--- src/rtl/bit_entry_conditioner.sv ---
// Step-button bit entry: synchronises the data switch and step button, debounces
// the button, and commits one switch bit per clean press with a one-cycle ena strobe.
module bit_entry_conditioner #(
  parameter int DEBOUNCE_CYCLES = 500000,
  parameter int SYNC_STAGES     = 2,
  parameter int HIST_W          = 8
) (
  input  logic              clk,
  input  logic              rst,
  input  logic              btn_step_n,
  input  logic              sw_data,
  output logic              sig_to_test,
  output logic              ena,
  output logic [HIST_W-1:0] hist,
  output logic [7:0]        bit_count
);

  localparam int              CNT_W   = $clog2(DEBOUNCE_CYCLES);
  localparam logic [CNT_W-1:0] CNT_MAX = CNT_W'(DEBOUNCE_CYCLES - 1);

  typedef enum logic [1:0] {
    IDLE         = 2'd0,
    PRESS_WAIT   = 2'd1,
    HELD         = 2'd2,
    RELEASE_WAIT = 2'd3
  } state_e;

  logic [SYNC_STAGES-1:0] btn_sync_q, btn_sync_d;
  logic [SYNC_STAGES-1:0] data_sync_q, data_sync_d;
  logic                   btn_sync, data_sync;

  state_e                 state_q, state_d;
  logic [CNT_W-1:0]       cnt_q, cnt_d;
  logic                   commit;

  logic                   sig_q, sig_d;
  logic                   ena_q, ena_d;
  logic [HIST_W-1:0]      hist_q, hist_d;
  logic [7:0]             count_q, count_d;

  assign btn_sync_d  = {btn_sync_q[SYNC_STAGES-2:0], btn_step_n};
  assign data_sync_d = {data_sync_q[SYNC_STAGES-2:0], sw_data};
  assign btn_sync    = btn_sync_q[SYNC_STAGES-1];
  assign data_sync   = data_sync_q[SYNC_STAGES-1];

  // NOTE: every default is assigned first so no path leaves a signal unassigned,
  // which would otherwise infer a latch.
  always_comb begin
    state_d = state_q;
    commit  = 1'b0;
    unique case (state_q)
      IDLE: begin
        if (!btn_sync) state_d = PRESS_WAIT;
      end
      PRESS_WAIT: begin
        if (btn_sync) begin
          state_d = IDLE;
        end else if (cnt_q == CNT_MAX) begin
          state_d = HELD;
          commit  = 1'b1;
        end
      end
      HELD: begin
        if (btn_sync) state_d = RELEASE_WAIT;
      end
      RELEASE_WAIT: begin
        if (!btn_sync) begin
          state_d = HELD;
        end else if (cnt_q == CNT_MAX) begin
          state_d = IDLE;
        end
      end
      default: state_d = IDLE;
    endcase
  end

  // The counter restarts on any state change and only runs inside the wait states.
  always_comb begin
    cnt_d = '0;
    if (state_d == state_q &&
        (state_q == PRESS_WAIT || state_q == RELEASE_WAIT)) begin
      cnt_d = cnt_q + 1'b1;
    end
  end

  always_comb begin
    sig_d   = sig_q;
    hist_d  = hist_q;
    count_d = count_q;
    ena_d   = commit;
    if (commit) begin
      sig_d   = data_sync;
      hist_d  = {hist_q[HIST_W-2:0], data_sync};
      count_d = count_q + 8'd1;
    end
  end

  // NOTE: sequential state uses non-blocking assignments so every register
  // samples the pre-edge values regardless of statement order.
  always_ff @(posedge clk) begin
    if (rst) begin
      btn_sync_q  <= '1;
      data_sync_q <= '0;
      state_q     <= IDLE;
      cnt_q       <= '0;
      sig_q       <= 1'b0;
      ena_q       <= 1'b0;
      hist_q      <= '0;
      count_q     <= '0;
    end else begin
      btn_sync_q  <= btn_sync_d;
      data_sync_q <= data_sync_d;
      state_q     <= state_d;
      cnt_q       <= cnt_d;
      sig_q       <= sig_d;
      ena_q       <= ena_d;
      hist_q      <= hist_d;
      count_q     <= count_d;
    end
  end

  assign sig_to_test = sig_q;
  assign ena         = ena_q;
  assign hist        = hist_q;
  assign bit_count   = count_q;

endmodule

--- config.mk ---
export PLATFORM = sky130hd
export DESIGN_NAME = bit_entry_conditioner
export DESIGN_NICKNAME = d
export VERILOG_FILES = /design/src/rtl/bit_entry_conditioner.sv
export SDC_FILE = /design/constraint.sdc
export NUM_CORES = 1
export LEC_CHECK = 0
export ABC_AREA = 1
export ABC_CLOCK_PERIOD_IN_PS = 3500
export CAP_MARGIN = 20
export CORE_MARGIN = 1
export CORE_UTILIZATION = 40
export DETAILED_ROUTE_END_ITERATION = 12
export DONT_BUFFER_PORTS = 1
export GPL_TIMING_DRIVEN = 0
export PLACE_DENSITY = 0.57
export SLEW_MARGIN = 0
export SYNTH_ARGS = -nofsm -noshare
export SYNTH_HDL_FRONTEND = slang
export SYNTH_SLANG_ARGS = --single-unit
--- constraint.sdc ---
create_clock -name clk -period 3.5 [get_ports clk]
set_input_delay 0.7 -clock clk [delete_from_list [all_inputs] [get_ports clk]]
set_output_delay 0.7 -clock clk [all_outputs]
set_load 0.005 [all_outputs]
==> results.ini <==
[logic_synthesis]
ys_seq_elements = 42
synth_top_area_share_pct = 41.6
async_flop_share_pct = 0
syn_inst = 287
synth_top_area_cell = dfxtp_1
synth.avg_cell_area_um2 = 7.05
synth_cell_types = 25
synthTopCellsByArea = dfxtp_1 (42%), nor2_1 (12%), nand2_1 (10%), inv_1 (7.4%), nand4_1 (5.6%)
ys_warn_count = 0
synth_common_cells = nor2_1 (62), nand2_1 (54), dfxtp_1 (42), inv_1 (40), nand4_1 (18)
ys_seq_area_share_pct = 41.6
synth_most_common_cell = nor2_1
netlist_area_um2 = 2020
synth_edf_count = 0
syn-num-nets = 293
synth_ff_type = dfxtp_1

[clock_tree]
cts_hold_buffers = 0
post_cts_buffers = 0
worst_skew_pair.late_latency_ns = 0.30
cts-root-buf = clkbuf_8
cts_tree = built
cts_max_path_buffers = 2
cts_made_buffers = 5
path_clk_slew_ns = 0.08
htree_levels = 2
cts_resized = 0
cts.sinks = 42

[die]
rows = 25
initial_core_util_pct = 42.2
die_w_um = 73.1
fp.coreArea_um2 = 4790
pin_count = 22
fp.dieH_um = 73.1
dieArea_um2 = 5340

[run_status]
status = completed

[routing]
drt_pass1_iterations = 4
drt_iter0_drc = 74
via_per_inst = 4.69
vias = 1697
ant_nets = 0
drc = 0
routedWlPerCell_um = 11.0
drt_wl_total_mm = 4.00

[placement]
port_buffers = 0
dp_hpwl_mm = 2.90
dp_slack_ns = 1.76
gp_congestion = 0.847

[final_layout]
area.growth.synth_to_final_pct = 8.66
fin_nets = 300
diodes = 0
layout-drive-gt1-share_pct = 10.5

[global_routing]
grt_overflow_total = 0
antenna_found_initial = 0
grt_use_met3_pct = 4.28
grt_util_all_layers_pct = 16.3
grt_pass1_wl_mm = 6.60
grt_pass1_vias = 1477
grt_max_degree = 13
gr-max-usage-layer = met2
grtUsageMet2_pct = 26.5
met1_usage_pct = 19.9

[sta]
drv_slew = 0
setup_slack_ns = 1.76
finalSetupTns_ns = 0
fmax_mhz = 575
hold_viol_final = 0
rsz0062_at_grt = false
fin_skew_ns = 0.00954
fin_crit_ns = 1.74
setup_viol = 0
relSlewSlack_pct = 32.0
tightest_slew_ns = 1.01
finalCritPeriodShare_pct = 49.6

[setup_path]
setup.worst_path.end = cnt_q[16]
startpoint = cnt_q[0]
crit_type = flip-flop to flip-flop
startpoint_type = flip-flop
cp.arrival_ns = 1.93
ff2ff_path_depth = 9
r2r_setup_slack_ns = 1.76
r2r_start = cnt_q[0]
crit_fanout = 10
crit_required_ns = 3.69
end_kind = flip-flop
rr_endpoint = cnt_q[16]

[power_and_ir_drop]
ir_worst_vdd_v = 0.000166
powerDensity_nw_per_um2 = 373
total_leakage_power_nw = 0.796
total_power_uw = 819

[hold_path]
hp-class = flip-flop to flip-flop

[flow_run]
maxCapViolations = 0

placed cells by master (no fill, tap or decap), types with 2 or more instances in the layout:
| cell | netlist | layout |
|---|---|---|
| inv_2 | 4 | 4 |
| nor2_4 | 3 | 3 |
| nor2_1 | 62 | 62 |
| or2_2 | 3 | 3 |
| buf_6 | 2 | 2 |
| buf_4 | 2 | 2 |
| clkbuf_8 | 0 | 6 |
| clkbuf_1 | 1 | 2 |
| nand2_1 | 54 | 54 |
| nor2_2 | 3 | 3 |
| nand3_2 | 3 | 3 |
| o21ai_1 | 2 | 2 |
| ha_1 | 2 | 2 |
| xor2_1 | 7 | 7 |
| xnor2_1 | 3 | 3 |
| nand3_1 | 16 | 16 |
| a21oi_1 | 7 | 7 |
| nand4_1 | 18 | 18 |
| inv_1 | 40 | 40 |
| dfxtp_1 | 42 | 42 |
| nor3_1 | 6 | 6 |
| o21ai_0 | 2 | 2 |
| nor3_2 | 2 | 2 |
how the worst min path moves through the flow:
stage,start,to,slack (ns),cells past startpoint
global placement,btn_sync_q[0],btn_sync_q[1],0.39,1
detailed placement,btn_sync_q[0],btn_sync_q[1],0.40,1
floorplan,data_sync_q[0],data_sync_q[1],0.39,2
global route,btn_sync_q[0],btn_sync_q[1],0.44,1
CTS,btn_sync_q[0],btn_sync_q[1],0.42,1
finish,btn_sync_q[0],btn_sync_q[1],0.42,1
report_power, final:
group / leakage [nW] / total, mW / switching, mW / internal (mW)
Sequential: 0.339 / 0.481 / 0.000940 / 0.480
Combinational: 0.409 / 0.0123 / 0.00787 / 0.00447
Clock: 0.0482 / 0.326 / 0.167 / 0.159
logic make-up (layout without fill, tap and decap cells):
| logic type | Yosys count | after routing | synth area share, % |
|---|---|---|---|
| compound gates | 12 | 12 | 3.09 |
| xor+xnor | 10 | 10 | 4.33 |
| fa+ha+maj | 2 | 2 | 1.24 |
| buf+inv | 50 | 58 | 10.6 |
| flops | 42 | 42 | 41.6 |
| simple gates | 171 | 171 | 39.1 |
layout make-up:
class,count,area [um^2]
Buffer,5,41.3
Clock buffer,7,86.3
Clock inverter,1,5.00
Fill cell,503,2590
Inverter,45,174
Multi-Input combinational cell,195,966
Sequential cell,42,841
Tap cell,67,83.8
per-layer routing:
metal | vias to the layer above | routed length (um)
li1 | 912 | -
met1 | 747 | 1940
met2 | 31 | 1830
met3 | 7 | 141
met4 | 0 | 82
met5 | - | 0
stage by stage:
| step | area, um^2 | instances | utilization, % | hold slack [ns] |
|---|---|---|---|---|
| 2_1_floorplan | 2020 | 287 | - | 0.388 |
| 3_3_place_gp | 2110 | 354 | 44.0 | 0.393 |
| 3_5_place_dp | 2110 | 354 | 44.0 | 0.398 |
| 4_1_cts | 2200 | 362 | 45.9 | 0.418 |
| 5_1_grt | 2200 | 362 | 45.9 | 0.444 |
| 6_report | 2200 | 362 | 45.9 | 0.415 |
sequential cells by signal, summed over array words and instances, names as in the netlist:
name,count
hist,8
bit_count,8
data_sync_q,2
state_q,2
btn_sync_q,2
ena,1
cnt_q,19
worst max-delay path, cell delays in order, from the launching register on:
cell and delay, ns:
dfxtp_1 0.36, ha_1 0.27, nand2_1 0.12, nor2_4 0.12
nand3_2 0.10, nor2_4 0.11, nand2_1 0.09, nand3_2 0.21
buf_6 0.19, nor2_1 0.05
Power figures use the tool's default switching activity.
